==> config.mk <==
export PLATFORM = sky130hd
export DESIGN_NAME = counter_cascade
export DESIGN_NICKNAME = d
export VERILOG_FILES = /design/src/rtl/counter_cascade_pkg.sv /design/src/rtl/counter_digit.sv /design/src/rtl/counter_cascade.sv
export SDC_FILE = /design/constraint.sdc
export NUM_CORES = 1
export LEC_CHECK = 0
export ABC_AREA = 1
export BUFFER_PORTS_ARGS = -buffer_cell sky130_fd_sc_hd__buf_2
export CORE_ASPECT_RATIO = 0.9
export CORE_MARGIN = 2
export CORE_UTILIZATION = 45
export DETAILED_ROUTE_END_ITERATION = 10
export PLACE_DENSITY_LB_ADDON = 0.1
export SYNTH_ARGS = -nofsm -noshare
export SYNTH_HDL_FRONTEND = slang
export SYNTH_HIERARCHICAL = 1
export SYNTH_SLANG_ARGS = --single-unit
==> constraint.sdc <==
create_clock -name clk -period 2.94 [get_ports clk]
set_input_delay 0.294 -clock clk [delete_from_list [all_inputs] [get_ports clk]]
set_output_delay 0.294 -clock clk [all_outputs]
set_load 0.1 [all_outputs]
==> src/rtl/counter_cascade_pkg.sv <==
// ============================================================================
//  Module      : counter_cascade_pkg
//  Description : Shared helpers for the cascaded base-N counter: digit clamp,
//                digit maximum and packed-width helpers.
//  Revision    : 1.0 - initial release
// ============================================================================
`default_nettype none

package counter_cascade_pkg;

    function automatic int digit_max(input int base);
        return base - 1;
    endfunction

    function automatic int packed_width(input int num_digits, input int digit_bits);
        return num_digits * digit_bits;
    endfunction

    function automatic int unsigned clamp_digit(input int unsigned d, input int unsigned base);
        return (d >= base) ? (base - 1) : d;
    endfunction

endpackage

`default_nettype wire

==> src/rtl/counter_digit.sv <==
// ============================================================================
//  Module      : counter_digit
//  Description : One base-BASE up/down digit with synchronous load (clamped)
//                and a direction-aware at-limit flag for the carry lookahead.
//  Revision    : 1.0 - initial release
// ============================================================================
`default_nettype none

module counter_digit
    import counter_cascade_pkg::*;
#(
    parameter int BASE       = 10,
    parameter int DIGIT_BITS = 4
) (
    input  logic                  clk,
    input  logic                  rst,
    input  logic                  step,
    input  logic                  up_down,
    input  logic                  load,
    input  logic [DIGIT_BITS-1:0] load_digit,
    output logic [DIGIT_BITS-1:0] digit,
    output logic                  at_limit
);

    localparam logic [DIGIT_BITS-1:0] c_MAX = DIGIT_BITS'(digit_max(BASE));

    logic [DIGIT_BITS-1:0] r_digit;
    logic [DIGIT_BITS-1:0] w_eff;
    logic [DIGIT_BITS-1:0] w_load;
    logic [DIGIT_BITS-1:0] w_next;

    // An out-of-range digit behaves as BASE-1 for both stepping and lookahead.
    always_comb begin
        w_eff  = DIGIT_BITS'(clamp_digit(32'(r_digit), BASE));
        w_load = DIGIT_BITS'(clamp_digit(32'(load_digit), BASE));
        w_next = w_eff;
        if (up_down) begin
            w_next = (w_eff == c_MAX) ? '0 : w_eff + DIGIT_BITS'(1);
        end else begin
            w_next = (w_eff == '0) ? c_MAX : w_eff - DIGIT_BITS'(1);
        end
        at_limit = up_down ? (w_eff == c_MAX) : (w_eff == '0);
    end

    always_ff @(posedge clk) begin
        if (!rst) begin
            r_digit <= up_down ? '0 : c_MAX;
        end else if (load) begin
            r_digit <= w_load;
        end else if (step) begin
            r_digit <= w_next;
        end
    end

    assign digit = r_digit;

endmodule

`default_nettype wire

==> src/rtl/counter_cascade.sv <==
// ============================================================================
//  Module      : counter_cascade
//  Description : NUM_DIGITS cascaded base-BASE up/down counter with lookahead
//                carry, load, wrap/saturate and registered rollover pulse.
//                Optional lap capture enabled by COUNTER_CASCADE_LAP_EN.
//  Revision    : 1.0 - initial release
// ============================================================================
`default_nettype none

module counter_cascade
    import counter_cascade_pkg::*;
#(
    parameter int NUM_DIGITS = 4,
    parameter int BASE       = 10,
    parameter int DIGIT_BITS = 4,
    parameter int SATURATE   = 0
) (
    input  logic                             clk,
    input  logic                             rst,
    input  logic                             enable,
    input  logic                             up_down,
    input  logic                             load,
    input  logic [NUM_DIGITS*DIGIT_BITS-1:0] load_value,
`ifdef COUNTER_CASCADE_LAP_EN
    input  logic                             lap,
    output logic [NUM_DIGITS*DIGIT_BITS-1:0] lap_value,
    output logic                             lap_valid,
`endif
    output logic [NUM_DIGITS*DIGIT_BITS-1:0] count,
    output logic                             terminal,
    output logic                             rollover
);

    localparam int c_W   = packed_width(NUM_DIGITS, DIGIT_BITS);
    localparam bit c_SAT = (SATURATE != 0);

    logic [NUM_DIGITS-1:0] w_at_limit;
    logic [NUM_DIGITS-1:0] w_step;
    logic [NUM_DIGITS:0]   w_below;
    logic                  w_advance;
    logic                  r_rollover;

    // w_below[i] is high when every digit under i sits at its limit.
    assign w_below[0] = 1'b1;
    assign terminal   = w_below[NUM_DIGITS];
    assign w_advance  = enable & ~load & ~(c_SAT & terminal);

    generate
        for (genvar i = 0; i < NUM_DIGITS; i++) begin : g_digit
            assign w_below[i+1] = w_below[i] & w_at_limit[i];
            assign w_step[i]    = w_advance & w_below[i];

            counter_digit #(
                .BASE       (BASE),
                .DIGIT_BITS (DIGIT_BITS)
            ) u_digit (
                .clk        (clk),
                .rst        (rst),
                .step       (w_step[i]),
                .up_down    (up_down),
                .load       (load),
                .load_digit (load_value[i*DIGIT_BITS +: DIGIT_BITS]),
                .digit      (count[i*DIGIT_BITS +: DIGIT_BITS]),
                .at_limit   (w_at_limit[i])
            );
        end
    endgenerate

    always_ff @(posedge clk) begin
        if (!rst) begin
            r_rollover <= 1'b0;
        end else begin
            r_rollover <= w_advance & terminal & ~c_SAT;
        end
    end

    assign rollover = r_rollover;

`ifdef COUNTER_CASCADE_LAP_EN
    logic [c_W-1:0] r_lap_value;
    logic           r_lap_valid;

    // Capture sees the pre-edge count, so a lap in a load cycle keeps the old value.
    always_ff @(posedge clk) begin
        if (!rst) begin
            r_lap_value <= '0;
            r_lap_valid <= 1'b0;
        end else if (lap) begin
            r_lap_value <= count;
            r_lap_valid <= 1'b1;
        end else if (load) begin
            r_lap_valid <= 1'b0;
        end
    end

    assign lap_value = r_lap_value;
    assign lap_valid = r_lap_valid;
`endif

endmodule

`default_nettype wire
; ---- Word level (Yosys, flattened, before mapping)
; Index checks and enable logic that the tools add are counted.
[op_classes]
reduce_logical = 4
n_addsub = 8
bitwise_logic = 9
n_eq_ne = 8
div_mod_pow = 0
shifts = 0
magnitude_cmp = 8
mux = 37
multipliers = 0
[ops]
columns = op, n
row1 = two-way mux 4 bit, 33
row2 = ">= comparator 4 bit, second input constant", 8
row3 = "adder 4 x 1 -> 4 bit, second input constant", 4
row4 = "== test 4 bit, second input constant", 4
row5 = logical NOT 4 bit, 4
row6 = "subtractor 4 x 1 -> 4 bit, second input constant", 4
row7 = "inequality test 3 x 1 -> 1 bit, second input constant", 4
row8 = AND 1 bit, 8
row9 = two-way mux 1 bit, 4
row10 = inverter 1 bit, 1
[totals]
output_inout_bits = 18
latch_bits = 0
mem_bits_rw = 0
inputBits = 21
n_memories = 0
rom_bits = 0
wordCells = 79
ff_bits = 17

; ---- Logic depth before layout (Yosys ltp)
; Gate-level depths: netlist (run 1).
[logic_depth]
depth_word = 10
mapped_depth = 9
ltp_nobuf = 9

; ---- Modules after synthesis
; Netlist (run 1), hierarchy kept.
[by_module_without_submodules]
columns = mod, cells_each, area_per_inst_um2, instances, seq_area_each_um2
row1 = counter_digit, 56, 369.1, 4, 120.1
row2 = counter_cascade, 17, 92.6, 1, 20.0

; ---- Worst setup path before layout (run 1)
; OpenSTA, ideal clock, no wires.
[synth_path]
kind = register -> output
startpoint = reg g_digit[0].u_digit.r_digit[2]
endpoint = out terminal
slack_ns = 0.310
arrival_ns = 2.336
n_path_buf = 0
required_time_ns = 2.646
path_stages_with_launch = 9
path_cell_list = edfxtp_1 -> nor2_1 -> nand2_1 -> nand2_2 -> a21oi_1 -> nand2_1 -> inv_2 -> nand2_2 -> inv_1
[synth_via]
elab_chain_cells = 7
word_cells_on_any_way = 8
cone_classes = order compare (1) / eq/ne (1) / mux (2) / bitwise (3) / reduce/logical (1)
[synth_lines]
columns = item, line
row1 = start: declaration, counter_digit.sv:27  ; logic [DIGIT_BITS-1:0] r_digit;
row2 = start signal: assignment, counter_digit.sv:47  ; r_digit <= up_down ? '0 : c_MAX;
row3 = start signal: assignment, counter_digit.sv:49  ; r_digit <= w_load;
row4 = start signal: assignment, counter_digit.sv:51  ; r_digit <= w_next;
row5 = >= comparator 4 bit, counter_cascade_pkg.sv:20  ; return (d >= base) ? (base - 1) : d;
row6 = two-way mux 4 bit (*), counter_cascade_pkg.sv:20
row7 = == test 4 bit / logical NOT 4 bit (equally long branches), counter_digit.sv:42  ; at_limit = up_down ? (w_eff == c_MAX) : (w_eff == '0);
row8 = two-way mux 1 bit (*), counter_digit.sv:42
row9 = via w_at_limit[0], counter_cascade.sv:37  ; logic [NUM_DIGITS-1:0] w_at_limit;
row10 = AND 1 bit (*) (3 in series), counter_cascade.sv:50  ; assign w_below[i+1] = w_below[i] & w_at_limit[i];
row11 = end: declaration, counter_cascade.sv:30  ; output logic terminal,
; The timed path passes the listed nets; every way through them passes the cells marked *.

; ---- Worst setup path after layout (run 1)
[layout_path]
startpoint = reg g_digit[0].u_digit.r_digit[1]
endpoint = out terminal
; Same word-level chain as after synthesis.

==> reports/qor.yml, run 1 <==
floorplan:
  die_w_um: 66.2
  die_y_um: 60.0
  ios: 39
  core_um2: 3350
  die-area_um2: 3980
  placement_rows: 20
  start_util: 0.468
place:
  port_buffers: 38
  gp_congestion: 0.777
  hpwl_um: 2800
sta:
  worst_pin_slew_ns: 0.489
  fmax_ghz: 0.444
  finalCritPeriodShare: 0.766
  layout_min_cycle_time_ns: 2.25
  setup_viol: 0
  hold_viol_final: 0
  setup_tns_ns: 0
  drv_slew: 0
  fin_skew_ns: 0.00562
  rsz0062_at_grt: "false"
  timing.slew.headroom: 0.676
power:
  power_density_nw_per_um2: 508
  power.leakage_nw: 0.952
  p_total_mw: 0.945
  ir_worst_vdd_mv: 0.293
clock_network:
  h-tree-depth: 1
  clock_latency_ns: 0.25
  cts_made_buffers: 3
  clk_pin_slew_ns: 0.07
  root_buffer: "clkbuf_8"
  holdBufCountCts: 0
  clk_path_buf_depth: 2
  postCtsSetupBuffers: 0
  cts_tree: "built"
  cts_resized: 0
  clock-sinks: 17
critical_path:
  path_cells: "nor2_1 > nand3_1 > nand2_1 > inv_1 > a21oi_1 > nand2_1 > inv_2 > nand2_2 > inv_1 > buf_2"
  slowest_stage: "edfxtp_1"
  setup.worst_path.class: "flop to primary output"
  arrival_ns: 1.96
  cp-start-kind: "flop"
  cpPeakStageDelay_ns: 0.47
  endpoint_kind: "primary output"
  cp.required_ns: 2.65
  critPathMaxFanout: 6
logic_synthesis:
  syn-num-nets: 262
  yosysSeqAreaShare: 0.319
  yosys_warnings: 6
  synth-compound-area-share: 0.166
  synth_fa_ha_area_frac: 0
  synthSimpleGateAreaFrac: 0.392
  syn_avg_cell_area_um2: 6.51
  synthMuxAreaShare: 0
  yosysTopAreaCell: "edfxtp_1"
  synth_top_area_frac: 0.306
  synth_seq_cells: 17
  synth_top_family_by_area: "simple AND/OR/NAND/NOR gates"
  synth_area_um2: 1570
  yosysUniqueCellTypes: 18
  synthCells: 241
  synth.area.top_cells: "edfxtp_1, nand2_1, nand3_1"
  synth_xor_area_frac: 0.0223
final_layout:
  num-fill-cells: 374
  antennaDiodeCount: 0
  fin_util: 0.554
  nets: 305
  regArea_um2: 500
  multi_input_area_um2: 911
  syn2layout_area_growth_pct: 18.5
  layout-drive-gt1-share: 0.265
drt:
  antenna_left: 0
  wirelength_um: 3430
  dr_wl_met3_um: 116
  highest_layer: "met4"
  vias: 1596
  route.detailed.drc: 0
  drt-wirelength-per-cell_um: 10.5
  wl_met1_um: 1710
  first_pass_iters: 4
  viasPerCell: 4.88
  drt_iter0_markers: 80
  wl_met2_um: 1570
global_routing:
  groute.usage.overall: 0.181
  grt_pass1_vias: 1434
  grt_remaining_overflow: 0
  grt_pass1_wl_um: 5660
  grt_max_degree: 21
  antenna_found_initial: 0
run:
  maxCapViolations: 0
status:
  status: "completed"
hold_path:
  hp-class: "input pin to flop"
==> placed cells by master, fill, tap and decap left out <==
| cell type | Yosys | layout |
|---|---|---|
| nand2_1 | 76 | 76 |
| buf_2 | 0 | 38 |
| inv_1 | 27 | 27 |
| nand3_1 | 25 | 25 |
| nor2_1 | 18 | 18 |
| edfxtp_1 | 16 | 16 |
| inv_2 | 15 | 15 |
| o21ai_1 | 12 | 12 |
| a21oi_1 | 8 | 8 |
| o211ai_1 | 8 | 8 |
| nand4_1 | 8 | 8 |
| a21oi_2 | 8 | 8 |
| nand2_2 | 5 | 5 |
| o31ai_1 | 4 | 4 |
| nand3_2 | 4 | 4 |
| xor2_1 | 4 | 4 |
| clkbuf_8 | 0 | 3 |
| nor3_2 | 1 | 1 |
| nor2_2 | 1 | 1 |
| clkbuf_1 | 0 | 1 |
| dfxtp_1 | 1 | 1 |
==> power breakdown <==
group / internal, mW / total, mW / switching, mW
Combinational: 0.101 / 0.439 / 0.338
Sequential: 0.296 / 0.328 / 0.0324
Clock: 0.0962 / 0.178 / 0.0817
Total: 0.493 / 0.945 / 0.452
==> final cells by class <==
class,count,area share
multi-input cells,182,0.490
clock buffers,4,0.0242
well taps,44,0.0296
inverters,42,0.0848
repair buffers,38,0.102
flip-flops and latches,17,0.269
==> cell families (layout without fill, tap and decap cells) <==
| group | Yosys count | in the layout |
|---|---|---|
| and+or+nand+nor | 138 | 138 |
| xor gates and xnor gates | 4 | 4 |
| DFF | 17 | 17 |
| buffers and inverters | 42 | 84 |
| AOI/OAI and AO/OA | 40 | 40 |
==> synthesized netlist by cell type <==
cell type and n:
a21oi_2 8, inv_1 27, inv_2 15, o211ai_1 8
nand3_2 4, xor2_1 4, nand2_1 76, nand3_1 25
nor3_2 1, a21oi_1 8, edfxtp_1 16, o31ai_1 4
o21ai_1 12, dfxtp_1 1, nand4_1 8, nor2_2 1
nand2_2 5, nor2_1 18
==> layer usage <==
| metal | vias up | GRT usage |
|---|---|---|
| li1 | 884 | - |
| met1 | 684 | 0.235 |
| met2 | 24 | 0.320 |
| met3 | 4 | 0.0226 |
| met4 | 0 | 0.0437 |
| met5 | - | 0 |
==> through the flow <==
| stage | hold WS, ns | instance area [um^2] | setup slack (ns) | cells |
|---|---|---|---|---|
| 2_1_floorplan | 0.451 | 1570 | 0.310 | 241 |
| 3_3_place_gp | 0.590 | 1810 | 0.939 | 323 |
| 3_5_place_dp | 0.590 | 1810 | 0.910 | 323 |
| 4_1_cts | 0.318 | 1860 | 0.667 | 327 |
| 5_1_grt | 0.315 | 1860 | 0.469 | 327 |
| 6_report | 0.323 | 1860 | 0.687 | 327 |
==> final timing paths <==
check        cells past startpoint                                         to  slack (ns)                                 startpoint
max                             10                                   terminal        0.69  g_digit[0].u_digit/digit[1]$_SDFFCE_PN0P_
max reg2reg                      9  g_digit[3].u_digit/digit[1]$_SDFFCE_PN0P_        1.11  g_digit[0].u_digit/digit[1]$_SDFFCE_PN0P_
min                              3                        rollover$_SDFF_PN0_        0.32                                     enable
min reg2reg                      6                        rollover$_SDFF_PN0_        0.86      g_digit[3].u_digit/digit[3]$_DFFE_PP_
==> registers in the layout, summed over array words and instances (netlist names) <==
signal	cells
rollover	1
g_digit.u_digit/digit	16
==> critical path, delay by kind of cell, from the launching register on <==
kind	cells	cell delay (ns)
buffers and inverters	4	0.56
AND/OR/NAND/NOR	5	0.48
flip-flops	1	0.47
AO/OA/AOI/OAI	1	0.20
Note: power is estimated with default switching activity, not from simulation.
==> inputs of run 2 (changes only) <==
ABC_AREA = 0   (was 1)
clock period = 2 ns   (was 2.94 ns; I/O delays follow)
==> run 2 against run 1 <==
Effect of this change: non-clock buffer count up 34; clock skew about the same; sequential power up 55%; final cell count down 13%; core utilization up 7.5 points; first-iteration DRC count up 110%; via count up 4.7%; worst setup slack worse by 0.67 ns; area after synthesis up 5.9%; global-route usage up 4.6 points; synthesized cell count down 26%; register-to-register slack worse by 0.91 ns; critical path type unchanged; largest power group unchanged; highest routed layer unchanged.
==> reports/qor.yml, run 2 <==
logic_synthesis:
  ys.flop_type: "edfxtp_1"
  yosysUniqueCellTypes: 31
  synthCells: 179
  yosys_warnings: 6
  synth.area.top_cells: "edfxtp_1, o21ai_0, o311a_1"
  async_reset_ff_frac: 0
  yosysSeqAreaShare: 0.301
  yosysTopAreaCell: "edfxtp_1"
  synth_seq_cells: 17
  synth_area_um2: 1660
  syn_avg_cell_area_um2: 9.28
  synth_common_cells: "edfxtp_1, inv_1, o21ai_0"
  synth_top_area_frac: 0.289
  synth_edf_count: 16
  syn-num-nets: 200
hold_path:
  hp-class: "input pin to flop"
  holdCritStartpoint: "load_value[8]"
  holdPathStages: 3
  hold_end: "g_digit[2].u_digit/digit[0]$_DFFE_PP_"
final_layout:
  nets: 261
  regArea_um2: 500
  num-fill-cells: 316
  layout_commonest_cell: "buf_2"
  fin_util: 0.630
  syn2layout_area_growth_pct: 30.9
  most-common-layout-cells: "buf_2, buf_4, inv_1, o21ai_0, edfxtp_1"
  largest_register_ffs: 16
  layout-drive-gt1-share: 0.402
  antennaDiodeCount: 0
  fin_cells: 283
  multi_input_area_um2: 1050
drt:
  route.detailed.drc: 0
  viasPerCell: 5.90
  drt_iter0_markers: 165
  drt-wirelength-per-cell_um: 16.0
  vias: 1671
  antenna_left: 0
  first_pass_iters: 4
  wirelength_um: 4520
clock_network:
  clk_pin_slew_ns: 0.07
  cts_tree: "built"
  cts_made_buffers: 3
  clock-sinks: 17
  cts_resized: 0
  clk_path_buf_depth: 2
  clock_latency_ns: 0.25
  holdBufCountCts: 0
  h-tree-depth: 1
  root_buffer: "clkbuf_8"
sta:
  hold_viol_final: 0
  finalCritPeriodShare: 0.991
  fmax_ghz: 0.505
  setup_tns_ns: 0
  drv_slew: 0
  fin_skew_ns: 0.00531
  setup_viol: 0
  finalWorstSetupSlack_ns: 0.0189
  timing.slew.headroom: 0.538
  layout_min_cycle_time_ns: 1.98
  rsz0062_at_grt: "true"
  worst_pin_slew_ns: 0.693
place:
  hpwl_um: 2900
  port_buffers: 38
  gp_congestion: 0.861
  dp_slack_ns: 0.198
  dp_cells: 252
critical_path:
  cp-start-kind: "flop"
  setup.worst_path.class: "flop to primary output"
  reg2reg_from: "g_digit[0].u_digit/digit[0]$_DFFE_PP_"
  r2r_cells: 6
  critPathMaxFanout: 6
  cp.required_ns: 1.80
  reg2reg_to: "g_digit[2].u_digit/digit[2]$_SDFFCE_PN0P_"
  ff2ff_setup_slack_ns: 0.20
  endpoint_kind: "primary output"
  arrival_ns: 1.78
floorplan:
  placement_rows: 20
  die-area_um2: 4190
  die_y_um: 61.6
  die_w_um: 68.1
  start_util: 0.481
  core_um2: 3450
  ios: 39
global_routing:
  grt_remaining_overflow: 0
  grt_pass1_vias: 1557
  groute.usage.overall: 0.226
  grt_max_degree: 32
  antenna_found_initial: 0
  grt_pass1_wl_um: 7180
power:
  power.leakage_nw: 0.953
  clock_power_share: 0.181
  p_total_mw: 1.48
  ir_worst_vdd_mv: 0.351
  combPwrFrac: 0.474
  netSwitchingPower_mw: 0.653
  power_density_nw_per_um2: 679
  internal_power_mw: 0.822
  switching_share: 0.443
  share_seq_of_total_power: 0.344
status:
  status: "completed"
run:
  maxCapViolations: 0
[run 2: cell types whose count changed in the layout (fill, tap and decap cells not counted), moves of 10 or more]
| cell | change |
|---|---|
| nor2_1 | -10 |
| nand3_1 | -24 |
| nand2_1 | -72 |
| o21ai_1 | -12 |
| inv_2 | -15 |
| buf_4 | +34 |
| inv_1 | -11 |
| and3_1 | +10 |
| o21ai_0 | +16 |
[run 2: cells by family after synthesis]
logic type                synth area share
AOI/OAI and AO/OA                    0.271
xor gates and xnor gates            0.0211
buffers and inverters                0.105
DFF                                  0.301
muxes                               0.0271
and+or+nand+nor                      0.274
[run 2: layout make-up]
class,count,share of cell area
Timing Repair Buffer,72,0.212
Multi-Input combinational cell,130,0.484
Inverter,16,0.0276
Sequential cell,17,0.230
Clock buffer,4,0.0207
Tap cell,44,0.0253
[run 2: power groups by stage]
stage / registers, mW / clock network, mW / logic (mW)
6_report: 0.508 / 0.267 / 0.700
5_1_grt: 0.515 / 0.295 / 0.742
2_1_floorplan: 0.748 / 0 / 0.294
3_5_place_dp: 0.537 / 0 / 0.590
4_1_cts: 0.512 / 0.277 / 0.654
3_3_place_gp: 0.530 / 0 / 0.584
[run 2: worst max path at each step]
| stage | from | to | slack (ns) |
|---|---|---|---|
| CTS | g_digit[1].u_digit/digit[2]$_SDFFCE_PN0P_ | terminal | 0.01 |
| finish | g_digit[3].u_digit/digit[0]$_DFFE_PP_ | terminal | 0.02 |
| detailed placement | up_down | g_digit[1].u_digit/digit[2]$_SDFFCE_PN0P_ | 0.20 |
| floorplan | g_digit[1].u_digit/digit[0]$_DFFE_PP_ | rollover$_SDFF_PN0_ | -0.20 |
| global placement | up_down | g_digit[2].u_digit/digit[1]$_SDFFCE_PN0P_ | 0.20 |
| global route | g_digit[3].u_digit/digit[0]$_DFFE_PP_ | terminal | -0.05 |
[run 2: timing repair]
item | CTS | global route
setup endpoints to repair | 1 | 1
pin swaps | 0 | 4
setup buffers | 16 | 11
[run 2: routing by layer]
metal  track usage  wire [um]  vias to the layer above
li1              -          -                      816
met1         0.302       2010                      790
met2         0.373       2210                       57
met3        0.0238        230                        8
met4         0.103         72                        0
met5             0          0                        -
[run 2: critical path, cell delays in order, from the launching register on]
cell and delay (ns):
edfxtp_1 0.50, nor4_4 0.41, mux2_4 0.22, and4_4 0.22
buf_12 0.17
[run 2: metrics by stage]
stage	cell area, um^2	hold slack, ns
2_1_floorplan	1750	0.346
3_3_place_gp	1930	0.601
3_5_place_dp	1930	0.606
4_1_cts	2090	0.342
5_1_grt	2170	0.342
6_report	2170	0.348
==> inputs of run 3 (changes only) <==
ABC_AREA = 1   (was 0)
==> run 3 against run 2 <==
Effect of this change: register-to-register slack gained 0.10 ns; wire length shrank 20%; sequential share of layout area grew 1.9 points; highest routed layer unchanged; clock skew shrank 0.0015 ns; critical path depth grew 6.
==> reports/qor.yml, run 3 (synthesis results as in run 1) <==
clock_network:
  root_buffer: "clkbuf_8"
  clk_path_buf_depth: 2
  clk_pin_slew_ns: 0.06
  h-tree-depth: 1
  clock_latency_ns: 0.25
  clock-sinks: 17
  cts_made_buffers: 3
  cts_tree: "built"
  holdBufCountCts: 0
place:
  hpwl_um: 2790
  dp_cells: 323
  gp_congestion: 0.740
  place_area_um2: 1880
  port_buffers: 38
drt:
  first_pass_iters: 4
  drt-wirelength-per-cell_um: 10.7
  drt_iter0_markers: 76
  wirelength_um: 3610
  route.detailed.drc: 0
  vias: 1704
  viasPerCell: 5.06
  antenna_left: 0
critical_path:
  cp-start-kind: "flop"
  reg2reg_from: "g_digit[1].u_digit/digit[2]$_SDFFCE_PN0P_"
  critPathTopFamily: "simple AND/OR/NAND/NOR gates"
  reg2reg_to: "g_digit[3].u_digit/digit[3]$_DFFE_PP_"
  arrival_ns: 1.73
  cp.required_ns: 1.80
  startpoint: "g_digit[3].u_digit/digit[1]$_SDFFCE_PN0P_"
  critPathMaxFanout: 5
  setup.worst_path.class: "flop to primary output"
  path_cells: "nor2_1 > nand3_1 > nand2_1 > inv_1 > a21oi_1 > nand2_1 > inv_2 > nand2_4 > clkinvlp_4 > buf_12"
  crit_top_cell: "nand2_1"
  ff2ff_setup_slack_ns: 0.30
  cp.buffers_inverters: 4
  slowest_stage: "edfxtp_1"
  r2r_cells: 9
  endpoint_kind: "primary output"
  cpPeakStageDelay_ns: 0.47
floorplan:
  die_y_um: 60.0
  die-area_um2: 3980
  core_um2: 3350
  die_w_um: 66.2
  placement_rows: 20
  ios: 39
  start_util: 0.468
final_layout:
  layout-drive-gt1-share: 0.338
  multi_input_area_um2: 965
  layout_commonest_cell: "nand2_1"
  design_area_um2: 2010
  fin_cells: 337
  most-common-layout-cells: "nand2_1, buf_2, inv_1"
  num-fill-cells: 346
  fin_util: 0.599
  antennaDiodeCount: 0
  regArea_um2: 500
  syn2layout_area_growth_pct: 27.9
  nets: 315
  largest_register_ffs: 16
global_routing:
  grt_pass1_vias: 1404
  groute.usage.overall: 0.187
  grt_remaining_overflow: 0
  antenna_found_initial: 0
  grt_pass1_wl_um: 5810
  grt_max_degree: 21
hold_path:
  holdCritStartpoint: "enable"
  hold_end: "rollover$_SDFF_PN0_"
  hp-class: "input pin to flop"
  holdPathStages: 3
sta:
  setup_tns_ns: 0
  finalCritPeriodShare: 0.967
  fin_skew_ns: 0.00377
  timing.slew.headroom: 0.678
  hold_viol_final: 0
  worst_pin_slew_ns: 0.487
  fmax_ghz: 0.517
  layout_min_cycle_time_ns: 1.93
  setup_viol: 0
  drv_slew: 0
status:
  status: "completed"
power:
  power_density_nw_per_um2: 718
  p_total_mw: 1.44
  ir_worst_vdd_mv: 0.351
  power.leakage_nw: 1.01
run:
  maxCapViolations: 0
## run 3: worst max-delay path by stage
stage / depth (start not counted) / slack (ns) / end
floorplan: 9 / -0.21 / terminal
global placement: 9 / 0.28 / g_digit[3].u_digit/digit[0]$_DFFE_PP_
detailed placement: 9 / 0.25 / g_digit[3].u_digit/digit[0]$_DFFE_PP_
CTS: 10 / 0.05 / terminal
global route: 10 / -0.04 / terminal
finish: 10 / 0.07 / terminal
## run 3: report_power, final
| group | switching [mW] | internal (mW) | total (mW) |
|---|---|---|---|
| logic | 0.522 | 0.182 | 0.704 |
| registers | 0.0491 | 0.435 | 0.484 |
| clock network | 0.111 | 0.141 | 0.252 |
| total | 0.682 | 0.758 | 1.44 |
## run 3: what timing repair did
item / CTS / global route
endpoints found under the hold margin: 0 / 0
resized for setup: 0 / 3
setup endpoints to repair: 0 / 1
setup buffers: 0 / 10
## run 3: stage by stage
| stage | worst slack, ns | hold WS (ns) |
|---|---|---|
| after floorplan | -0.215 | 0.357 |
| after global placement | 0.282 | 0.506 |
| after detailed placement | 0.248 | 0.498 |
| after CTS | 0.0489 | 0.237 |
| after global routing | -0.0411 | 0.238 |
| final | 0.0664 | 0.237 |
## run 3: final cells by class
class | instances | area share
Clock buffer | 4 | 0.0224
Tap cell | 44 | 0.0274
Inverter | 42 | 0.0804
Multi-Input combinational cell | 182 | 0.481
Timing Repair Buffer | 48 | 0.140
Sequential cell | 17 | 0.249
## run 3: tightest hold or removal path, delay by kind of cell
family	cells	cell delay (ns)
buf+inv	1	0.11
simple gates	2	0.13
## run 3: layer usage
metal	global-route usage	vias to the layer above	routed length, um
met5	0	-	0
met1	0.264	760	1700
met2	0.306	36	1750
li1	-	906	-
met3	0.0169	2	143
met4	0.0583	0	19
